**src/rtl/mitch_div_pkg.sv**
```systemverilog
// Shared constants and stage payload types for the Mitchell approximate divider.
package mitch_div_pkg;
    localparam int W_IN     = 16;
    localparam int W_MANT   = 7;
    localparam int W_K      = 4;
    localparam int W_L      = 12;
    localparam int FRAC_OUT = 8;

    typedef struct packed {
        logic [W_K-1:0]    k;
        logic [W_MANT-1:0] m;
    } log_t;

    typedef struct packed {
        log_t lx;
        log_t ly;
        logic sgn;
        logic zx;
        logic zy;
    } s1_t;

    typedef struct packed {
        logic [W_L-1:0] l;
        logic           sgn;
        logic           zx;
        logic           zy;
    } s2_t;
endpackage

```
**src/rtl/mitch_log_encode.sv**
```systemverilog
// One's-complement abs, leading-one detect and normalize/truncate into a {k,m} log code.
module mitch_log_encode
    import mitch_div_pkg::*;
(
    input  logic [W_IN-1:0] v_i,
    output log_t            log_o,
    output logic            zero_o
);
    logic [W_IN-1:0] a;
    logic [W_K-1:0]  k;
    logic [W_IN-1:0] norm;

    assign a = v_i ^ {W_IN{v_i[W_IN-1]}};

    // NOTE: give every always_comb output a default first so no path leaves it unassigned (latch).
    always_comb begin
        k = '0;
        for (int i = 0; i < W_IN; i++) begin
            if (a[i]) k = W_K'(i);
        end
    end

    // Leading one lands on bit 15; the W_MANT bits beneath it are the mantissa.
    assign norm    = a << (W_K'(W_IN - 1) - k);
    assign log_o.k = k;
    assign log_o.m = norm[W_IN-2 -: W_MANT];
    assign zero_o  = (a == '0);
endmodule

```
**src/rtl/mitch_trunc_div_w8_pipe.sv**
```systemverilog
// Three-stage Mitchell-log approximate divider (encode, subtract, antilog) with elastic handshake.
module mitch_trunc_div_w8_pipe
    import mitch_div_pkg::*;
(
    input  logic            clk_i,
    input  logic            rst_ni,
    input  logic            in_valid_i,
    output logic            in_ready_o,
    input  logic [W_IN-1:0] x_i,
    input  logic [W_IN-1:0] y_i,
    output logic            out_valid_o,
    input  logic            out_ready_i,
    output logic [31:0]     q_o,
    output logic            dz_o
);
    logic        v1_q, v2_q, v3_q;
    s1_t         s1_q, s1_d;
    s2_t         s2_q, s2_d;
    logic [31:0] q_q, q_d;
    logic        dz_q, dz_d;
    logic        ready1, ready2, ready3;
    logic        zx, zy;

    assign ready3     = out_ready_i;
    assign ready2     = !v3_q || ready3;
    assign ready1     = !v2_q || ready2;
    assign in_ready_o = !v1_q || ready1;

    mitch_log_encode u_enc_x (.v_i(x_i), .log_o(s1_d.lx), .zero_o(zx));
    mitch_log_encode u_enc_y (.v_i(y_i), .log_o(s1_d.ly), .zero_o(zy));

    assign s1_d.sgn = x_i[W_IN-1] ^ y_i[W_IN-1];
    assign s1_d.zx  = zx;
    assign s1_d.zy  = zy;

    assign s2_d.l   = {1'b0, s1_q.lx} - {1'b0, s1_q.ly};
    assign s2_d.sgn = s1_q.sgn;
    assign s2_d.zx  = s1_q.zx;
    assign s2_d.zy  = s1_q.zy;

    logic signed [4:0] c;
    logic [7:0]        m;
    logic [23:0]       mag;

    assign c = s2_q.l[W_L-1:W_MANT];
    assign m = {1'b1, s2_q.l[W_MANT-1:0]};

    // For c < -1 the right-shift distance -(c+1) is simply ~c in five bits.
    always_comb begin
        mag = '0;
        if (c >= -5'sd1) mag = 24'(m) << 4'(c + 5'sd1);
        else             mag = 24'(m) >> (~c);
    end

    always_comb begin
        q_d  = '0;
        dz_d = 1'b0;
        if (s2_q.zy)      dz_d = 1'b1;
        else if (!s2_q.zx) q_d = {32{s2_q.sgn}} ^ {8'b0, mag};
    end

    // NOTE: sequential state uses non-blocking assignments so every stage samples pre-edge values.
    // NOTE: data registers are reset too, so q_o reads 0 during and right after reset.
    always_ff @(posedge clk_i or negedge rst_ni) begin
        if (!rst_ni) begin
            v1_q <= 1'b0;
            v2_q <= 1'b0;
            v3_q <= 1'b0;
            s1_q <= '0;
            s2_q <= '0;
            q_q  <= '0;
            dz_q <= 1'b0;
        end else begin
            if (in_ready_o) begin
                v1_q <= in_valid_i;
                s1_q <= s1_d;
            end
            if (ready1) begin
                v2_q <= v1_q;
                s2_q <= s2_d;
            end
            if (ready2) begin
                v3_q <= v2_q;
                q_q  <= q_d;
                dz_q <= dz_d;
            end
        end
    end

    assign out_valid_o = v3_q;
    assign q_o         = q_q;
    assign dz_o        = dz_q;
endmodule

```
**config.mk**
```make
export PLATFORM = sky130hd
export DESIGN_NAME = mitch_trunc_div_w8_pipe
export DESIGN_NICKNAME = d
export VERILOG_FILES = /design/src/rtl/mitch_div_pkg.sv /design/src/rtl/mitch_log_encode.sv /design/src/rtl/mitch_trunc_div_w8_pipe.sv
export SDC_FILE = /design/constraint.sdc
export NUM_CORES = 1
export LEC_CHECK = 0
export BUFFER_PORTS_ARGS = -buffer_cell sky130_fd_sc_hd__buf_4
export CORE_UTILIZATION = 59
export DETAILED_ROUTE_END_ITERATION = 16
export PLACE_DENSITY = 0.87
export SLEW_MARGIN = 0
export SYNTH_ARGS = -nofsm -noshare
export SYNTH_HDL_FRONTEND = slang
export SYNTH_SLANG_ARGS = --single-unit
```
**constraint.sdc**
```tcl
create_clock -name clk_i -period 4.2 [get_ports clk_i]
set_input_delay 0.42 -clock clk_i [delete_from_list [all_inputs] [get_ports clk_i]]
set_output_delay 0.42 -clock clk_i [all_outputs]
set_load 0.01 [all_outputs]
```
==> report_table.html, run 1 <==
<table>
<tr><th>Metric</th><th>Value</th></tr>
<tr><th colspan="2">Run status</th></tr>
<tr><td>Outcome</td><td>finished, final reports clean</td></tr>
<tr><th colspan="2">Detailed routing</th></tr>
<tr><td>Vias per cell</td><td>6.190</td></tr>
<tr><td>Wirelength per Cell</td><td>15.91 um</td></tr>
<tr><td>Detailed Route WL</td><td>14970 um</td></tr>
<tr><td>Antenna-violating nets left</td><td>0</td></tr>
<tr><td>Initial DRC Count</td><td>303</td></tr>
<tr><td>Via count</td><td>5825</td></tr>
<tr><td>DRT Pass-1 Iters</td><td>5</td></tr>
<tr><td>DRC Markers</td><td>0</td></tr>
<tr><th colspan="2">Finish</th></tr>
<tr><td>Total area of multi-input combinational cells</td><td>3991 um^2</td></tr>
<tr><td>Number of fillers in the final layout</td><td>855</td></tr>
<tr><td>Number of diodes</td><td>0</td></tr>
<tr><td>Total number of nets in the final design</td><td>854</td></tr>
<tr><td>Top library cells by usage in the layout, fill and taps aside</td><td>86 x sky130_fd_sc_hd__nand2_1, 82 x sky130_fd_sc_hd__buf_4, 77 x sky130_fd_sc_hd__nor2_1</td></tr>
<tr><td>Post-Route Utilization</td><td>0.6864</td></tr>
<tr><td>Cell area after layout</td><td>6802 um^2</td></tr>
<tr><td>Storage cell area</td><td>1702 um^2</td></tr>
<tr><td>Ratio of cells with drive above 1 in the final layout</td><td>0.1485</td></tr>
<tr><td>Final standard cell count with taps included and fillers excluded</td><td>941</td></tr>
<tr><td>Commonest non-fill, non-tap cell in the layout</td><td>sky130_fd_sc_hd__nand2_1</td></tr>
<tr><td>Area Growth Syn to Fin</td><td>10.89%</td></tr>
<tr><th colspan="2">STA</th></tr>
<tr><td>Slack of the critical path</td><td>1.259 ns</td></tr>
<tr><td>Highest clock rate</td><td>0.3400 GHz</td></tr>
<tr><td>Unrepaired setup endpoints after global routing</td><td>no</td></tr>
<tr><td>Fin. Hold Viols</td><td>0</td></tr>
<tr><td>Setup violators final</td><td>0</td></tr>
<tr><td>Transition time of the tightest slew-check pin</td><td>1.119 ns</td></tr>
<tr><td>Summed negative setup slack over all endpoints</td><td>0 ns</td></tr>
<tr><td>Hold Slack</td><td>0.1582 ns</td></tr>
<tr><td>Final critical-path share of the clock period</td><td>0.7002</td></tr>
<tr><td>Slew headroom</td><td>0.2538</td></tr>
<tr><td>Slew Viols, Final</td><td>0</td></tr>
<tr><td>Worst Skew</td><td>0.01262 ns</td></tr>
<tr><td>Fin crit period</td><td>2.941 ns</td></tr>
<tr><th colspan="2">Hold path</th></tr>
<tr><td>Worst hold path type</td><td>in2async</td></tr>
<tr><th colspan="2">Clock network</th></tr>
<tr><td>Latest clock arrival within the worst-skew pair</td><td>0.36 ns</td></tr>
<tr><td>Cts bufs inserted</td><td>9</td></tr>
<tr><td>Number of clock sinks</td><td>68</td></tr>
<tr><td>CTS clk-pin slew, worst paths</td><td>0.08 ns</td></tr>
<tr><td>Number of buffers added to fix hold violations after cts</td><td>0</td></tr>
<tr><td>Count of H-tree levels built during CTS</td><td>3</td></tr>
<tr><td>Buffers inserted during post-CTS setup optimization</td><td>0</td></tr>
<tr><td>Cell at the root of the clock tree</td><td>sky130_fd_sc_hd__clkbuf_8</td></tr>
<tr><td>Clock tree from TritonCTS</td><td>built</td></tr>
<tr><td>CTS Buffer Depth</td><td>2</td></tr>
<tr><td>Post-cts repair resize count</td><td>0</td></tr>
<tr><th colspan="2">Placed design</th></tr>
<tr><td>Placed instance area</td><td>6576 um^2</td></tr>
<tr><td>Placer congestion estimate</td><td>0.9461</td></tr>
<tr><td>Total of buffers placed on input and output ports</td><td>70</td></tr>
<tr><td>Number of placed instances with taps included</td><td>925</td></tr>
<tr><td>Total half-perimeter wirelength after legalization and detailed placement</td><td>11190 um</td></tr>
<tr><td>Setup WS pre-CTS</td><td>0.9269 ns</td></tr>
<tr><th colspan="2">Power</th></tr>
<tr><td>Leakage component of the power</td><td>3.009 nW</td></tr>
<tr><td>Fraction of power consumed by sequential logic</td><td>0.272</td></tr>
<tr><td>Clock share of power</td><td>0.156</td></tr>
<tr><td>Net Sw Power</td><td>1.756 mW</td></tr>
<tr><td>Total power of the final layout</td><td>3.969 mW</td></tr>
<tr><td>Fraction of power consumed by combinational cells</td><td>0.573</td></tr>
<tr><td>Net Sw Frac</td><td>0.4425</td></tr>
<tr><td>Internal power contribution</td><td>2.213 mW</td></tr>
<tr><td>Max rail drop VDD</td><td>0.3249 mV</td></tr>
<tr><td>Power density over the cells</td><td>583.6 nW/um^2</td></tr>
<tr><th colspan="2">Global route</th></tr>
<tr><td>Pin count of the biggest net entering global routing</td><td>69</td></tr>
<tr><td>Vias in the first global route</td><td>5501</td></tr>
<tr><td>GRT Util Overall</td><td>0.2821</td></tr>
<tr><td>Initial antenna violation count</td><td>0</td></tr>
<tr><td>Total grt overflow</td><td>0</td></tr>
<tr><td>Global-route wire length before repair</td><td>25230 um</td></tr>
<tr><th colspan="2">Worst setup path</th></tr>
<tr><td>Path type of the worst setup path</td><td>in2reg</td></tr>
<tr><td>Crit Path Max Fanout</td><td>33</td></tr>
<tr><td>Worst Setup End Kind</td><td>flop</td></tr>
<tr><td>Required arrival time at the worst endpoint</td><td>4.45 ns</td></tr>
<tr><td>Startpoint Class</td><td>primary input</td></tr>
<tr><td>Worst Path Arrival</td><td>3.19 ns</td></tr>
<tr><td>Launch point of the worst path</td><td>y_i[15]</td></tr>
<tr><td>Launch instance of the worst register-to-register path</td><td>c[0]</td></tr>
<tr><th colspan="2">Die</th></tr>
<tr><td>Die outline area</td><td>10810 um^2</td></tr>
<tr><td>Die height</td><td>104.0 um</td></tr>
<tr><td>Core ar.</td><td>9910 um^2</td></tr>
<tr><td>Placement row count</td><td>36</td></tr>
<tr><td>Number of ports placed on the die boundary</td><td>71</td></tr>
<tr><td>Initial Util</td><td>0.6189</td></tr>
<tr><td>Horizontal die dimension</td><td>104.0 um</td></tr>
<tr><th colspan="2">Synthesis</th></tr>
<tr><td>Number of distinct library cells after synthesis</td><td>62</td></tr>
<tr><td>Fraction of the yosys area taken by sequential cells</td><td>0.2774</td></tr>
<tr><td>Gate Count Post-Synth</td><td>784</td></tr>
<tr><td>Top FF cell, synth</td><td>sky130_fd_sc_hd__dfrtp_1</td></tr>
<tr><td>Total standard cell area after synthesis</td><td>6133 um^2</td></tr>
<tr><td>Synth warn</td><td>0</td></tr>
<tr><td>Number of enable-type register cells in the synthesized netlist</td><td>0</td></tr>
<tr><td>Post-synth net total</td><td>835</td></tr>
<tr><td>Yosys top cell area share</td><td>0.2774</td></tr>
<tr><td>Share of synthesized registers carrying an async set or reset</td><td>1.000</td></tr>
<tr><td>Main area contributors after synthesis</td><td>sky130_fd_sc_hd__dfrtp_1 28%, sky130_fd_sc_hd__mux2i_1 9.0%, sky130_fd_sc_hd__nand2_1 5.3%</td></tr>
<tr><td>Area leader, netlist</td><td>sky130_fd_sc_hd__dfrtp_1</td></tr>
<tr><td>Avg Inst Size Synth</td><td>7.823 um^2</td></tr>
<tr><td>Flip-flop and latch count after synthesis</td><td>68</td></tr>
<tr><th colspan="2">Flow run</th></tr>
<tr><td>MaxCap Viol Count</td><td>0</td></tr>
</table>
-- metal layers --
metal,GRT usage,part of all wire,vias up
met5,0,0,-
met4,0.1061,0.027,0
li1,-,-,2807
met1,0.3316,0.41,2760
met2,0.4971,0.50,213
met3,0.06642,0.059,45
-- critical path: stages --
cell and delay (ns):
sky130_fd_sc_hd__buf_4 0.23, sky130_fd_sc_hd__or4_4 0.57, sky130_fd_sc_hd__a311oi_2 0.29, sky130_fd_sc_hd__nand3_1 0.13, sky130_fd_sc_hd__a21oi_2 0.41, sky130_fd_sc_hd__buf_4 0.30
sky130_fd_sc_hd__mux2i_1 0.21, sky130_fd_sc_hd__mux2i_1 0.12, sky130_fd_sc_hd__xnor2_1 0.21, sky130_fd_sc_hd__o22ai_1 0.12, sky130_fd_sc_hd__a2bb2oi_2 0.17
-- power groups by stage --
stage          logic, mW  registers [mW]  clock network [mW]
2_1_floorplan       1.70            1.04                   0
3_3_place_gp        2.17            1.08                   0
3_5_place_dp        2.24            1.09                   0
4_1_cts             2.25            1.08               0.628
5_1_grt             2.50            1.11               0.660
6_report            2.27            1.08               0.619
-- layout make-up --
class | count | share of cell area
clock buffers | 10 | 0.02024
clock inverters | 6 | 0.01288
inverters | 27 | 0.01490
multi-input cells | 615 | 0.5868
flip-flops and latches | 68 | 0.2502
well taps | 133 | 0.02447
repair buffers | 82 | 0.09051
-- synth_stat cells (all sizes together) (10+ instances only) --
| cell | n |
|---|---|
| nand2 | 86 |
| nor2 | 77 |
| dfrtp | 68 |
| mux2i | 55 |
| o21ai | 50 |
| a21oi | 49 |
| clkbuf | 41 |
| buf | 33 |
| xnor2 | 31 |
| inv | 26 |
| nand3 | 26 |
| xor2 | 26 |
| a22o | 24 |
| nor3 | 24 |
| a31oi | 15 |
| ha | 14 |
| nor2b | 13 |
| nand2b | 11 |
| mux2 | 10 |
| o22ai | 10 |
-- logic make-up after synthesis --
family	Yosys count	synth area share
AOI/OAI and AO/OA	214	0.2322
xor gates and xnor gates	57	0.08140
adders and majority gates	15	0.03182
buffers and inverters	101	0.07385
DFF	68	0.2774
muxes	65	0.1081
and+or+nand+nor	264	0.1952
-- sequential cells by signal (all words and copies together) (netlist names) --
signal	count
s1_q	25
q_o	24
m	7
c	5
s2_q	3
dz_o	1
out_valid_o	1
v1_q	1
v2_q	1
-- worst paths after layout --
path,endpoint,slack [ns],depth (start not counted)
hold reg to reg,v2_q,0.46,1
max in group asynchronous,s1_q[0],3.49,1
setup reg to reg,q_o[20],1.34,10
setup / recovery,s1_q[9],1.26,11
min in group clk_i,v1_q,0.24,2
hold / removal,q_o[16],0.16,1
Note: power is estimated with default switching activity, not from simulation.
==> run 2: changes to the inputs <==
--- a/config.mk
+++ b/config.mk
@@ -6,9 +6,9 @@
 export NUM_CORES = 1
 export LEC_CHECK = 0
 export BUFFER_PORTS_ARGS = -buffer_cell sky130_fd_sc_hd__buf_4
-export CORE_UTILIZATION = 59
+export CORE_UTILIZATION = 54
 export DETAILED_ROUTE_END_ITERATION = 16
-export PLACE_DENSITY = 0.87
+export PLACE_DENSITY = 0.85
 export SLEW_MARGIN = 0
 export SYNTH_ARGS = -nofsm -noshare
 export SYNTH_HDL_FRONTEND = slang
==> constraint.sdc (replaced) <==
create_clock -name clk_i -period 2.6 [get_ports clk_i]
set_input_delay 0.26 -clock clk_i [delete_from_list [all_inputs] [get_ports clk_i]]
set_output_delay 0.26 -clock clk_i [all_outputs]
set_load 0.01 [all_outputs]
==> run 2 against run 1 <==
Against the previous run:
- die area up 9.1%
- count of clock-buffer cells in the layout unchanged
- setup slack worse by 1.1 ns
- sequential power up 53%
- design area up 11%
- worst hold slack worse by 0.14 ns
- sequential share of layout area down 2.5 points
- highest routed layer unchanged
- wire length up 6.7%
- via count up 4.1%
- combinational power up 87%
- clock skew down 0.0043 ns
- largest cell class unchanged
- register-to-register slack worse by 1.1 ns
==> report_table.html, run 2 (synthesis results as in run 1) <==
<table>
<tr><th>Metric</th><th>Value</th></tr>
<tr><th colspan="2">Detailed routing</th></tr>
<tr><td>Initial DRC Count</td><td>313 (+3.3%)</td></tr>
<tr><td>Wirelength per Cell</td><td>15.71 um (-1.3%)</td></tr>
<tr><td>Vias per cell</td><td>5.960 (-3.7%)</td></tr>
<tr><td>Via count</td><td>6061 (+4.1%)</td></tr>
<tr><td>Antenna-violating nets left</td><td>0 (unchanged)</td></tr>
<tr><td>Detailed Route WL</td><td>15980 um (+6.7%)</td></tr>
<tr><td>DRC Markers</td><td>0 (unchanged)</td></tr>
<tr><td>DRT Pass-1 Iters</td><td>5 (unchanged)</td></tr>
<tr><th colspan="2">Die</th></tr>
<tr><td>Core ar.</td><td>10940 um^2 (+10%)</td></tr>
<tr><td>Placement row count</td><td>38 (+5.6%)</td></tr>
<tr><td>Die outline area</td><td>11790 um^2 (+9.1%)</td></tr>
<tr><td>Number of ports placed on the die boundary</td><td>71 (unchanged)</td></tr>
<tr><td>Initial Util</td><td>0.5609 (-0.05807)</td></tr>
<tr><td>Horizontal die dimension</td><td>108.6 um (+4.4%)</td></tr>
<tr><td>Die height</td><td>108.6 um (+4.4%)</td></tr>
<tr><th colspan="2">Placed design</th></tr>
<tr><td>Total of buffers placed on input and output ports</td><td>70 (unchanged)</td></tr>
<tr><td>Number of placed instances with taps included</td><td>1000 (+8.1%)</td></tr>
<tr><td>Placer congestion estimate</td><td>0.9910 (+4.7%)</td></tr>
<tr><td>Total half-perimeter wirelength after legalization and detailed placement</td><td>11890 um (+6.3%)</td></tr>
<tr><td>Setup WS pre-CTS</td><td>-0.2677 ns (-1.195 ns)</td></tr>
<tr><th colspan="2">Clock network</th></tr>
<tr><td>CTS clk-pin slew, worst paths</td><td>0.06 ns (-0.02 ns)</td></tr>
<tr><td>Cts bufs inserted</td><td>9 (unchanged)</td></tr>
<tr><td>Number of clock sinks</td><td>68 (unchanged)</td></tr>
<tr><td>Number of buffers added to fix hold violations after cts</td><td>0 (unchanged)</td></tr>
<tr><td>CTS Buffer Depth</td><td>2 (unchanged)</td></tr>
<tr><td>Clock tree from TritonCTS</td><td>built</td></tr>
<tr><td>Latest clock arrival within the worst-skew pair</td><td>0.33 ns (-0.03 ns)</td></tr>
<tr><td>Cell at the root of the clock tree</td><td>sky130_fd_sc_hd__clkbuf_16</td></tr>
<tr><td>Count of H-tree levels built during CTS</td><td>3 (unchanged)</td></tr>
<tr><th colspan="2">Worst setup path</th></tr>
<tr><td>Worst R2R Setup Slack</td><td>0.20 ns (-1.14 ns)</td></tr>
<tr><td>Required arrival time at the worst endpoint</td><td>2.87 ns (-1.58 ns)</td></tr>
<tr><td>Reg-to-reg critical path endpoint</td><td>q_o[14]</td></tr>
<tr><td>R2r worst-path depth</td><td>11 (+1)</td></tr>
<tr><td>Path type of the worst setup path</td><td>in2reg</td></tr>
<tr><td>Crit Path Max Fanout</td><td>12 (-64%)</td></tr>
<tr><td>Worst Path Arrival</td><td>2.72 ns (-0.47 ns)</td></tr>
<tr><td>Launch instance of the worst register-to-register path</td><td>c[1]</td></tr>
<tr><td>Worst Setup End Kind</td><td>flop</td></tr>
<tr><td>Startpoint Class</td><td>primary input</td></tr>
<tr><th colspan="2">STA</th></tr>
<tr><td>Slew headroom</td><td>0.4642 (+0.2104)</td></tr>
<tr><td>Fin crit period</td><td>2.446 ns</td></tr>
<tr><td>Final critical-path share of the clock period</td><td>0.9407</td></tr>
<tr><td>Highest clock rate</td><td>0.4089 GHz</td></tr>
<tr><td>Worst Skew</td><td>0.008306 ns (-0.004312 ns)</td></tr>
<tr><td>Fin. Hold Viols</td><td>0 (unchanged)</td></tr>
<tr><td>Slew Viols, Final</td><td>0 (unchanged)</td></tr>
<tr><td>Slack of the critical path</td><td>0.1543 ns (-1.105 ns)</td></tr>
<tr><td>Unrepaired setup endpoints after global routing</td><td>yes</td></tr>
<tr><td>Summed negative setup slack over all endpoints</td><td>0 ns (unchanged)</td></tr>
<tr><td>Setup violators final</td><td>0 (unchanged)</td></tr>
<tr><td>Transition time of the tightest slew-check pin</td><td>0.8037 ns (-0.3156 ns)</td></tr>
<tr><th colspan="2">Finish</th></tr>
<tr><td>Total number of nets in the final design</td><td>923 (+8.1%)</td></tr>
<tr><td>Commonest non-fill, non-tap cell in the layout</td><td>sky130_fd_sc_hd__buf_4</td></tr>
<tr><td>Ratio of cells with drive above 1 in the final layout</td><td>0.2292 (+0.08068)</td></tr>
<tr><td>Area Growth Syn to Fin</td><td>23.09%</td></tr>
<tr><td>Flip-flop count of the largest register, all copies and words added</td><td>25 (unchanged)</td></tr>
<tr><td>Top library cells by usage in the layout, fill and taps aside</td><td>150 x sky130_fd_sc_hd__buf_4, 86 x sky130_fd_sc_hd__nand2_1, 75 x sky130_fd_sc_hd__nor2_1</td></tr>
<tr><td>Number of diodes</td><td>0 (unchanged)</td></tr>
<tr><td>Post-Route Utilization</td><td>0.6904 (+0.004025)</td></tr>
<tr><td>Final standard cell count with taps included and fillers excluded</td><td>1017 (+8.1%)</td></tr>
<tr><td>Register bank with the most flops</td><td>s1_q</td></tr>
<tr><th colspan="2">Power</th></tr>
<tr><td>Fraction of power consumed by sequential logic</td><td>0.223 (-0.049)</td></tr>
<tr><td>Fraction of power consumed by combinational cells</td><td>0.575 (+0.002)</td></tr>
<tr><td>Leakage component of the power</td><td>3.428 nW (+14%)</td></tr>
<tr><td>Net Sw Frac</td><td>0.4093 (-0.03318)</td></tr>
<tr><td>Max rail drop VDD</td><td>0.6634 mV (+100%)</td></tr>
<tr><td>Power density over the cells</td><td>979.6 nW/um^2 (+68%)</td></tr>
<tr><td>Internal power contribution</td><td>4.368 mW (+97%)</td></tr>
<tr><td>Net Sw Power</td><td>3.027 mW (+72%)</td></tr>
<tr><td>Clock share of power</td><td>0.202 (+0.046)</td></tr>
<tr><th colspan="2">Global route</th></tr>
<tr><td>Vias in the first global route</td><td>5624 (+2.2%)</td></tr>
<tr><td>GRT Util Overall</td><td>0.2833 (+0.001205)</td></tr>
<tr><td>Met1 Resource Use GR</td><td>0.3537 (+0.02206)</td></tr>
<tr><td>Global Route met3 Usage</td><td>0.04039 (-0.02603)</td></tr>
<tr><td>Global-route wire length before repair</td><td>26410 um (+4.7%)</td></tr>
<tr><td>Total grt overflow</td><td>0 (unchanged)</td></tr>
<tr><td>Busiest metal layer after global routing</td><td>met2</td></tr>
<tr><td>Pin count of the biggest net entering global routing</td><td>69 (unchanged)</td></tr>
<tr><td>Met2 track demand over resource in global routing</td><td>0.4919 (-0.005280)</td></tr>
<tr><td>Initial antenna violation count</td><td>0 (unchanged)</td></tr>
<tr><th colspan="2">Hold path</th></tr>
<tr><td>Worst hold path type</td><td>in2async</td></tr>
<tr><th colspan="2">Flow run</th></tr>
<tr><td>MaxCap Viol Count</td><td>0 (unchanged)</td></tr>
<tr><th colspan="2">Run status</th></tr>
<tr><td>Outcome</td><td>finished, final reports clean</td></tr>
</table>
[run 2: final cells by class]
class | instances | area, um^2
Sequential cell | 68 | 1702
Tap cell | 140 | 175.2
Timing Repair Buffer | 151 | 1146
Fill cell | 908 | 3386
Inverter | 27 | 101.3
Clock buffer | 10 | 229.0
Clock inverter | 6 | 136.4
Multi-Input combinational cell | 615 | 4060
[run 2: metal layers]
metal  vias to the layer above  wire, um
met3                        38       984
met5                         -         0
li1                       2954         -
met2                       246      7898
met4                         0       391
met1                      2823      6701
[run 2: repair_timing]
item	CTS	global route
buffers inserted	0	1
gates resized for setup	2	21
setup endpoints to repair	16	23
hold endpoints to repair	0	0
pin swaps	0	2
[run 2: worst max-delay path, cell delays in order]
cell	delay [ns]
sky130_fd_sc_hd__buf_4	0.11
sky130_fd_sc_hd__buf_4	0.15
sky130_fd_sc_hd__or4_1	0.52
sky130_fd_sc_hd__o22ai_1	0.14
sky130_fd_sc_hd__nand3_1	0.14
sky130_fd_sc_hd__a41oi_2	0.25
sky130_fd_sc_hd__a21oi_4	0.12
sky130_fd_sc_hd__mux2i_1	0.26
sky130_fd_sc_hd__mux2i_1	0.15
sky130_fd_sc_hd__buf_4	0.16
sky130_fd_sc_hd__xnor2_1	0.11
sky130_fd_sc_hd__a21oi_1	0.20
sky130_fd_sc_hd__o22a_1	0.14
[run 2: power by group through the flow]
| stage | registers [mW] | clock network (mW) | logic, mW |
|---|---|---|---|
| floorplan | 1.68 | 0 | 2.74 |
| global placement | 1.64 | 0 | 3.90 |
| detailed placement | 1.66 | 0 | 4.02 |
| CTS | 1.65 | 1.52 | 4.06 |
| global route | 1.70 | 1.57 | 4.66 |
| finish | 1.65 | 1.50 | 4.25 |
[run 2: worst max-delay path by stage]
| stage | to | cells after the start | startpoint |
|---|---|---|---|
| 2_1_floorplan | q_o[12] | 12 | c[0] |
| 3_3_place_gp | s1_q[20] | 10 | x_i[15] |
| 3_5_place_dp | s1_q[16] | 10 | x_i[15] |
| 4_1_cts | c[3] | 13 | s1_q[14] |
| 5_1_grt | c[3] | 13 | s1_q[14] |
| 6_report | s1_q[20] | 13 | x_i[15] |
[run 2: per-stage QoR]
stage          total power [mW]  hold slack [ns]  area, um^2
2_1_floorplan             4.419         -0.03559        6133
3_3_place_gp              5.538           0.4010        7112
3_5_place_dp              5.679           0.4130        7112
4_1_cts                   7.221          0.05292        7480
5_1_grt                   7.922          0.09636        7550
6_report                  7.395          0.02272        7550
